`src/rtl/stage_tap_ctrl.sv`:
```
// Stage tap controller: serial tap words -> whole-row writes; start -> rows 0..DEPTH-1 via 2-entry FIFO (start to taps_valid 3 cycles).
// Reads stop at 2 outstanding rows under taps_ready backpressure. STAGE_TAP_CTRL_CHECKSUM_EN adds load_checksum.
module stage_tap_fifo2 #(
    parameter int W = 8
) (
    input  logic         clk,
    input  logic         rst_n,
    input  logic         push_i,
    input  logic [W-1:0] push_dat_i,
    input  logic         pop_i,
    output logic         head_vld_o,
    output logic [W-1:0] head_dat_o,
    output logic [1:0]   count_o
);
    logic [W-1:0] e0_q, e1_q;
    logic [1:0]   count_q;

    always_ff @(posedge clk or negedge rst_n) begin
        if (!rst_n) begin
            e0_q    <= '0;
            e1_q    <= '0;
            count_q <= '0;
        end else begin
            case ({push_i, pop_i})
                2'b11: begin
                    if (count_q == 2'd2) begin
                        e0_q <= e1_q;
                        e1_q <= push_dat_i;
                    end else begin
                        e0_q <= push_dat_i;
                    end
                end
                2'b01: begin
                    e0_q    <= e1_q;
                    count_q <= count_q - 2'd1;
                end
                2'b10: begin
                    if (count_q == 2'd0) e0_q <= push_dat_i;
                    else                 e1_q <= push_dat_i;
                    count_q <= count_q + 2'd1;
                end
                default: ;
            endcase
        end
    end

    assign head_vld_o = (count_q != 2'd0);
    assign head_dat_o = e0_q;
    assign count_o    = count_q;
endmodule

module stage_tap_ctrl #(
    parameter int LANES  = 6,
    parameter int WIDTH  = 32,
    parameter int DEPTH  = 4,
    parameter int ADDR_W = 2
) (
    input  logic                   clk,
    input  logic                   reset,
    input  logic                   load_valid,
    output logic                   load_ready,
    input  logic [WIDTH-1:0]       load_data,
    output logic                   load_done,
    input  logic                   start,
    output logic                   busy,
    output logic                   run_done,
    output logic                   tap_wr_en,
    output logic [ADDR_W-1:0]      tap_wr_addr,
    output logic [LANES*WIDTH-1:0] tap_wr_data,
    output logic [2:0]             tap_sub_addr,
    output logic [WIDTH-1:0]       tap_sub_data,
    output logic                   tap_rd_en,
    output logic [ADDR_W-1:0]      tap_rd_addr,
    input  logic [LANES*WIDTH-1:0] tap_rd_data,
    output logic                   taps_valid,
    input  logic                   taps_ready,
    output logic [LANES*WIDTH-1:0] taps_data,
    output logic [ADDR_W-1:0]      taps_row
`ifdef STAGE_TAP_CTRL_CHECKSUM_EN
    ,
    output logic [WIDTH-1:0]       load_checksum
`endif
);
    localparam int LANE_W = (LANES > 1) ? $clog2(LANES) : 1;
    localparam int ROW_W  = LANES * WIDTH;

    typedef enum logic [1:0] {S_IDLE, S_LOAD, S_WRITE, S_RUN} state_t;

    state_t                state_q;
    logic [LANE_W-1:0]     lane_q;
    logic [ADDR_W-1:0]     row_q;
    logic [ADDR_W:0]       rd_row_q;
    logic [ROW_W-1:0]      row_buf_q;
    logic                  rd_vld_q;
    logic [ADDR_W-1:0]     rd_vld_row_q;
    logic                  load_done_q;

    logic                  accept_d;
    logic                  issue_d;
    logic                  pop_d;
    logic [1:0]            fifo_cnt;
    logic [2:0]            outstanding_d;
    logic [ADDR_W+ROW_W-1:0] head_dat;

`ifdef STAGE_TAP_CTRL_CHECKSUM_EN
    logic [WIDTH-1:0]      csum_q;
    assign load_checksum = csum_q;
`endif

    assign load_ready = (state_q == S_IDLE) || (state_q == S_LOAD);
    assign accept_d   = load_valid && load_ready;
    assign pop_d      = taps_valid && taps_ready;

    // The slot freed by this cycle's pop is reusable at once; without it a pass cannot sustain one row per cycle.
    assign outstanding_d = 3'(fifo_cnt) + 3'(rd_vld_q) - 3'(pop_d);
    assign issue_d = (state_q == S_RUN) && (rd_row_q < (ADDR_W+1)'(DEPTH)) && (outstanding_d < 3'd2);

    assign run_done     = (state_q == S_RUN) && pop_d && (taps_row == ADDR_W'(DEPTH - 1));
    assign busy         = (state_q != S_IDLE);
    assign load_done    = load_done_q;
    assign tap_wr_en    = (state_q == S_WRITE);
    assign tap_wr_addr  = row_q;
    assign tap_wr_data  = row_buf_q;
    assign tap_sub_addr = 3'd7;
    assign tap_sub_data = '0;
    assign tap_rd_en    = issue_d;
    assign tap_rd_addr  = rd_row_q[ADDR_W-1:0];
    assign taps_row     = head_dat[ROW_W +: ADDR_W];
    assign taps_data    = head_dat[ROW_W-1:0];

    always_ff @(posedge clk or negedge reset) begin
        if (!reset) begin
            state_q      <= S_IDLE;
            lane_q       <= '0;
            row_q        <= '0;
            rd_row_q     <= '0;
            row_buf_q    <= '0;
            rd_vld_q     <= 1'b0;
            rd_vld_row_q <= '0;
            load_done_q  <= 1'b0;
`ifdef STAGE_TAP_CTRL_CHECKSUM_EN
            csum_q       <= '0;
`endif
        end else begin
            load_done_q  <= 1'b0;
            rd_vld_q     <= issue_d;
            rd_vld_row_q <= rd_row_q[ADDR_W-1:0];
            if (issue_d) rd_row_q <= rd_row_q + 1'b1;

            case (state_q)
                S_IDLE, S_LOAD: begin
                    // Load wins over start; the accepting IDLE cycle is word 0 of the row.
                    if (accept_d) begin
                        row_buf_q[lane_q*WIDTH +: WIDTH] <= load_data;
`ifdef STAGE_TAP_CTRL_CHECKSUM_EN
                        csum_q <= (state_q == S_IDLE) ? load_data : csum_q + load_data;
`endif
                        if (lane_q == LANE_W'(LANES - 1)) begin
                            lane_q  <= '0;
                            state_q <= S_WRITE;
                        end else begin
                            lane_q  <= lane_q + 1'b1;
                            state_q <= S_LOAD;
                        end
                    end else if (state_q == S_IDLE && start) begin
                        state_q  <= S_RUN;
                        rd_row_q <= '0;
                    end
                end
                S_WRITE: begin
                    if (row_q == ADDR_W'(DEPTH - 1)) begin
                        row_q       <= '0;
                        load_done_q <= 1'b1;
                        state_q     <= S_IDLE;
                    end else begin
                        row_q   <= row_q + 1'b1;
                        state_q <= S_LOAD;
                    end
                end
                S_RUN: begin
                    if (run_done) begin
                        rd_row_q <= '0;
                        state_q  <= S_IDLE;
                    end
                end
                default: state_q <= S_IDLE;
            endcase
        end
    end

    stage_tap_fifo2 #(
        .W (ADDR_W + ROW_W)
    ) u_fifo (
        .clk        (clk),
        .rst_n      (reset),
        .push_i     (rd_vld_q),
        .push_dat_i ({rd_vld_row_q, tap_rd_data}),
        .pop_i      (pop_d),
        .head_vld_o (taps_valid),
        .head_dat_o (head_dat),
        .count_o    (fifo_cnt)
    );
endmodule
```
`config.mk`:
```
export PLATFORM = sky130hd
export DESIGN_NAME = stage_tap_ctrl
export DESIGN_NICKNAME = d
export VERILOG_FILES = /design/src/rtl/stage_tap_ctrl.sv
export SDC_FILE = /design/constraint.sdc
export NUM_CORES = 1
export LEC_CHECK = 0
export CORE_MARGIN = 2
export CORE_UTILIZATION = 35
export CTS_CLUSTER_SIZE = 28
export DETAILED_ROUTE_END_ITERATION = 12
export GPL_TIMING_DRIVEN = 0
export SYNTH_ARGS = -nofsm -noshare
export SYNTH_HDL_FRONTEND = slang
export SYNTH_HIERARCHICAL = 1
export SYNTH_SLANG_ARGS = --single-unit
```
`constraint.sdc`:
```
create_clock -name clk -period 3.6 [get_ports clk]
set_clock_uncertainty 0.1 [all_clocks]
set_input_delay 0.36 -clock clk [delete_from_list [all_inputs] [get_ports clk]]
set_output_delay 0.36 -clock clk [all_outputs]
set_load 0.01 [all_outputs]
```
==> summary.md <==
| Metric | Value |
|---|---|
| Status | `complete, no violations` |
| Vias in the first global route | `25,170` |
| HPWL after DPL | `78,270 um` |
| Part of the cycle the worst path needs | `95.47%` |
| Worst setup SP type | `flop` |
| Io pins | `661` |
| Via count | `24,800` |
| Post-synth EDFFs | `0` |
| CP Cell Sequence | `buf_4, or2_4, nand2_1, xnor2_1, nand2_1, fa_1, xor2_1, nor2_2, dlygate4sd2_1` |
| Final Util | `47.47%` |
| FP Rows | `around 110` |
| Clk sinks | `596` |
| Layout Cells excl Fill | `4,496` |
| Die Y | `slightly below 300 um` |
| Unrepaired setup endpoints after global routing | `false` |
| Fillers | `7,939` |
| Longest Clk Path Bufs | `3` |
| Setup WS pre-CTS | `-0.3352 ns` |
| Initial antenna violation count | `27` |
| Req. time, crit path | `3.14 ns` |
| First-pass GRT wire length | `163,900 um` |
| DRC | `0` |
| Minimum clock period | `roughly 3.4 ns` |
| Layout cells sized above 1 | `about 16%` |
| Crit end category | `primary output` |
| H-tree depth | `3` |
| Crit Path Max Fanout | `9` |
| Port Buffer Count | `625` |
| Routability cong. | `0.8715` |
| Setup WS post-layout | `~0.16 ns` |
| Psw | `15.40 mW` |
| Clk network pwr share | `a little under a fifth` |
| Wirelength per Cell | `24.42 um` |
| Core area | `approximately 85,000 sq um` |
| Final antenna-violating net count | `0` |
| Hold WC Path Type | `in -> async` |
| Worst-skew pair later-pin latency | `0.60 ns` |
| Cell Int Power | `23.66 mW` |
| Syn_area_per_cell | `~12 sq um` |
| Pwr/cell area | `966.4 nW/um^2` |
| Worst slew pin tran | `1.115 ns` |
| Sw frac | `39.44%` |
| Final setup violation count | `0` |
| Pin count of the biggest net entering global routing | `116` |
| Initial Utilization | `a little over a third` |
| Synthesized cell area | `30,110 sq um` |
| Slew Limit Fails | `0` |
| #FFs+latches synth | `596` |
| Slowest stage delay, CP | `~0.45 ns` |
| CP max stage cell | `dfrtp_2` |
| Total of warnings raised by yosys | `6` |
| Placed Instances | `4,354` |
| Chip Width | `297.3 um` |
| Net count, final | `3,528` |
| Post-synth top area share | `approximately half` |
| GRT overflow | `0` |
| GRT Util Overall | `roughly a quarter` |
| Worst-case headroom to the max-slew limit | `25.64%` |
| Vias per std cell | `5.515` |
| Reg power frac | `30.5%` |
| Setup TNS | `0 ns` |
| Maximum VDD drop | `~0.00053 V` |
| Number of DRC markers in iteration 0 | `between 1,500 and 2,000` |
| Layout area overhead | `34.25%` |
| CTS tree | `built` |
| P_leak | `17.58 nW` |
| Design Power | `39.06 mW` |
| Maxcap violations | `0` |
| Clock slew at reported path FFs | `0.06 ns` |
| Cell taking the most area after synthesis | `dfrtp_1` |
| Setup CP Type | `reg -> out` |
| CP Buf/Inv Count | `2` |
| Critical path's most frequent cell | `nand2_1` |
| DIE AREA | `~88,000 sq um` |
| Worst Path Arrival | `around 3 ns` |
| Primary FF master, synth | `dfrtp_1` |
| Top Family by Delay on Critical Path | `simple AND/OR/NAND/NOR gates` |
| Final Hold Vio Count | `0` |
| Logic pwr share | `51.1%` |
| Cell count after synthesis | `2,547` |
| Num CTS Buffers | `72` |
| Clock Root Buffer | `clkbuf_16` |
| Asr flop ratio synth | `100.0%` |
| Fmax | `slightly below 300 MHz` |
| Sequential area share after synthesis | `49.54%` |
| Top cells by area, synth | `dfrtp_1 (50%), mux2_2 (7.4%), and3b_1 (5.7%)` |
| Final WL | `109,800 um` |
| Yosys cell types | `47` |
| DR pass1 iterations | `5` |
[registers in the layout, summed over array words and instances (netlist names)]
signal / cells
u_fifo/count_o: 2
tap_wr_data: 192
u_fifo/e1_q: 194
tap_wr_addr: 2
u_fifo/head_dat_o: 194
rd_vld_row_q: 2
load_done: 1
rd_row_q: 3
state_q: 2
rd_vld_q: 1
lane_q: 3
[power groups by stage]
stage	sequential, mW	clock (mW)	combinational (mW)
after detailed placement	12.0	0	19.9
after global routing	12.3	7.60	21.4
after CTS	11.9	7.35	20.0
after global placement	12.0	0	19.7
final	11.9	7.17	20.0
after floorplan	12.4	0	10.3
[placed cells by master, fill, tap and decap left out, types with 34 or more instances in the layout]
| master | count |
|---|---|
| o31ai_1 | 194 |
| clkbuf_16 | 74 |
| mux2i_1 | 58 |
| nor2b_1 | 34 |
| mux2_4 | 104 |
| clkbuf_1 | 222 |
| dfrtp_1 | 595 |
| buf_4 | 39 |
| clkdlybuf4s50_1 | 623 |
| mux2_2 | 199 |
| conb_1 | 35 |
| o21ai_0 | 201 |
| and3b_1 | 196 |
| nand2_1 | 63 |
| inv_1 | 65 |
| a221oi_1 | 194 |
| a211oi_1 | 194 |
| buf_6 | 38 |
[synthesized netlist by cell type (2+ instances only)]
library cell,n
conb_1,2
ha_1,12
mux2_2,199
nand4_1,3
nand3_1,3
dfrtp_1,596
mux2_1,29
buf_2,27
nor3_1,2
and2_1,15
buf_6,38
a21oi_1,4
and3b_1,196
a211oi_1,194
nor2b_1,34
o31ai_1,194
o21ai_0,201
and3_1,25
and4_1,2
a221oi_1,194
or3_1,2
mux2_4,104
mux2i_1,58
xor2_1,2
buf_4,37
clkbuf_1,212
buf_12,3
nor2_1,7
nand2_1,63
and4b_1,2
xnor2_1,4
inv_1,65
nand2b_1,3
or2_1,2
[metrics by stage]
step / cell area [sq um] / hold WS, ns
2_1_floorplan: 30230 / -0.03559
6_report: 40420 / 0.1905
4_1_cts: 40380 / 0.1620
3_3_place_gp: 37920 / 0.3472
5_1_grt: 40410 / 0.2273
3_5_place_dp: 38060 / 0.2233
[routing by layer]
| metal | part of all wire (%) | track usage, % | vias up | routed length, um |
|---|---|---|---|---|
| met1 | 42 | 31.07 | 12530 | 46090 |
| met3 | 7.5 | 6.405 | 205 | 8230 |
| li1 | - | - | 11140 | - |
| met5 | 0.18 | 0 | - | 200 |
| met4 | 3.2 | 8.682 | 30 | 3496 |
| met2 | 47 | 38.85 | 896 | 51780 |
[cell type report]
type | count | area (sq um) | area share, %
clock inverter | 21 | 206.4 | 0.5108
clock buffer | 107 | 2076 | 5.136
buffer | 317 | 1720 | 4.256
antenna | 12 | 30.03 | 0.07429
sequential | 596 | 14920 | 36.90
inverter | 66 | 247.7 | 0.6129
tap | 1144 | 1431 | 3.541
multi-input combinational | 1601 | 13380 | 33.09
timing repair buffer | 632 | 6415 | 15.87
[kinds of logic after synthesis]
family | count (synthesis) | synth area share [%]
xor gates and xnor gates | 6 | 0.1745
AOI/OAI and AO/OA | 792 | 18.89
buffers and inverters | 383 | 6.458
and+or+nand+nor | 365 | 8.707
adders and majority gates | 13 | 0.5652
DFF | 596 | 49.54
other | 2 | 0.02494
muxes | 390 | 15.64
[worst reg2reg max path, delay by kind of cell (launching register included)]
family,cells,cell delay (ns)
buffers and inverters,5,1.87
flip-flops,1,0.43
AO/OA/AOI/OAI,2,0.46
AND/OR/NAND/NOR,2,0.27
adder cells (fa/ha/maj),1,0.15
[final timing paths]
kind	startpoint	cells after the start	end	slack, ns
min in group clk	load_data[9]	3	tap_wr_data[105]	0.33
setup / recovery	u_fifo/count_o[1]	9	tap_rd_en	0.16
hold reg to reg	rd_row_q[1]	0	rd_vld_row_q[1]	0.36
setup reg to reg	u_fifo/count_o[1]	10	u_fifo/head_dat_o[46]	0.21
hold / removal	reset	2	tap_wr_data[26]	0.19
max in group asynchronous	reset	5	u_fifo/head_dat_o[138]	1.10
[what timing repair did]
action,4_1_cts,5_1_grt
gates cloned,0,0
hold buffers,1,0
endpoints found under the hold margin,54,0
setup buffers,1,0
pin swaps,1,1
resized for setup,11,16
setup endpoints to repair,210,146
Power figures use the tool's default switching activity.
==> RTL change (same settings) <==
The parameter `LANES` goes from 6 to 7.
--- a/src/rtl/stage_tap_ctrl.sv
+++ b/src/rtl/stage_tap_ctrl.sv
@@ -52,3 +52,3 @@
 module stage_tap_ctrl #(
-    parameter int LANES  = 6,
+    parameter int LANES  = 7,
     parameter int WIDTH  = 32,
Ports: changed (resized tap_rd_data, tap_wr_data and taps_data); port bits go from 661 to 757. No check against the original RTL was run, so the function may have changed too.
==> RTL change against the unedited design <==
Cell area is 15% higher. Via count up 14%. Total power increased by 15%. Setup slack worse by 0.035 ns. Sequential cell count increased by 96. Final cell count grew 12%. Area after synthesis increased by 15%. Routed wire length up 19%. Largest power group unchanged.
==> RTL change: results (changes against the unedited design) <==
[status]
outcome = finished clean  ; unchanged

[setup_path]
rrSetupSlack_ns = 0.17  ; was 0.21 ns
crit_slowest_cell = fa_1  ; was dfrtp_2
slowest_delay_ns = 0.53  ; was 0.45 ns
cp_max_fo = 7  ; was 9
critPathArrivalTime_ns = 3.01  ; was 2.98 ns

[power_and_ir_drop]
p_sw_frac = 0.3947  ; was 0.3944
ir_drop_v = 0.0004524  ; was 0.0005281 V
p_leak_uw = 0.02030  ; was 0.01758 uW

[timing]
relSlewSlack = 0.2410  ; was 0.2564
holdWs_ns = 0.2158  ; was 0.1905 ns

[synth]
netlist_top_cells_area = dfrtp_1, mux2_2, mux2_4  ; was dfrtp_1, mux2_2, and3b_1
ys_types = 48  ; was 47
seq_area_frac_synth = 0.5013  ; was 0.4954
synth_common_cells = dfrtp_1, mux2_2, clkbuf_1, o21ai_0, and3b_1  ; was dfrtp_1, clkbuf_1, o21ai_0, mux2_2, and3b_1

[global_route]
grt_usage = 0.2490  ; was 0.2408
grt_max_degree = 107  ; was 116
grt_pass1_vias = 27890  ; was 25170
antenna_found_initial = 23  ; was 27
grt_first_pass_wirelength_mm = 192.6  ; was 163.9 mm

[drt]
drt_iter0_markers = 2347  ; was 1683
detail_route.first_pass.iterations = 8  ; was 5
wl_per_cell_um = 25.83  ; was 24.42 um
vias_per_cell = 5.612  ; was 5.515

[placed_design]
dpl-instance-area_mm2 = 0.04369  ; was 0.03806 mm2
gp_congestion = 0.8674  ; was 0.8715
port_buffers = 721  ; was 625
hpwl_mm = 93.76  ; was 78.27 mm

[cells_and_area]
fin_nets = 3965  ; was 3528
drive_above_1_share = 0.1817  ; was 0.1614

[cts]
numCtsBuffers = 81  ; was 72

==> RTL change: final timing paths <==
kind,from,end,cells past startpoint
hold reg to reg,tap_wr_data[43]$_DFFE_PN0P_,tap_wr_data[43]$_DFFE_PN0P_,1
hold / removal,reset,tap_wr_data[124]$_DFFE_PN0P_,3
setup reg to reg,u_fifo/count_o[0]$_DFFE_PN0N_,u_fifo/head_dat_o[183]$_DFFE_PN0P_,11
setup / recovery,u_fifo/count_o[0]$_DFFE_PN0N_,tap_rd_en,9
min in group clk,tap_rd_data[35],u_fifo/e1_q[35]$_DFFE_PN0P_,2
max in group asynchronous,reset,u_fifo/head_dat_o[22]$_DFFE_PN0P_,5
==> RTL change: stage by stage <==
stage / util / instances / setup WS, ns / TNS, ns
2_1_floorplan: - / 2872 / 0.8849 / 0
4_1_cts: 0.4725 / 5026 / 0.002986 / 0
5_1_grt: 0.4733 / 5039 / -0.03718 / -0.03764
3_5_place_dp: 0.4453 / 4887 / -0.5497 / -75.77
3_3_place_gp: 0.4432 / 4880 / -31.02 / -
6_report: 0.4733 / 5041 / 0.1279 / 0
==> RTL change: timing repair <==
item	CTS	global route
setup endpoints to repair	284	89
pin swaps	3	5
hold buffers	2	0
endpoints found under the hold margin	214	0
resized for setup	15	10
setup buffers	1	4
==> RTL change: final cells by class <==
class	count	area, um2
tap	1287	1610
antenna	11	27.53
sequential	692	17320
timing repair buffer	735	7473
clock buffer	112	2327
fill	8953	51680
multi-input combinational	1794	15490
buffer	351	1768
inverter	35	131.4
clock inverter	24	301.5
==> RTL change: cells by family after synthesis <==
logic type      share of synthesized area
flops                              0.5013
other cells                     0.0002174
mux                                0.1655
compound gates                     0.1913
buf+inv                           0.05476
simple gates                      0.08045
fa+ha+maj                        0.005288
xor+xnor                         0.001268
==> RTL change: layer usage <==
layer | global-route usage | wire [um] | up-vias
met5 | 0 | 106 | -
met4 | 0.07541 | 3765 | 20
met3 | 0.06449 | 9300 | 218
met2 | 0.4069 | 62710 | 1102
met1 | 0.3232 | 54340 | 14330
li1 | - | - | 12620
==> RTL change: critical path, delay by kind of cell (launching register included) <==
family	cells	cell delay [ns]
buffers and inverters	2	0.28
and+or+nand+nor	5	0.97
adders and majority gates	2	0.74
DFF	1	0.38
==> RTL change: power by group through the flow <==
stage          Combinational, uW  Sequential (uW)  Clock, uW
6_report                   22800            13700       8280
5_1_grt                    24300            14100       8790
4_1_cts                    22700            13700       8470
3_5_place_dp               22600            13800          0
3_3_place_gp               22400            13800          0
2_1_floorplan              11900            14200          0
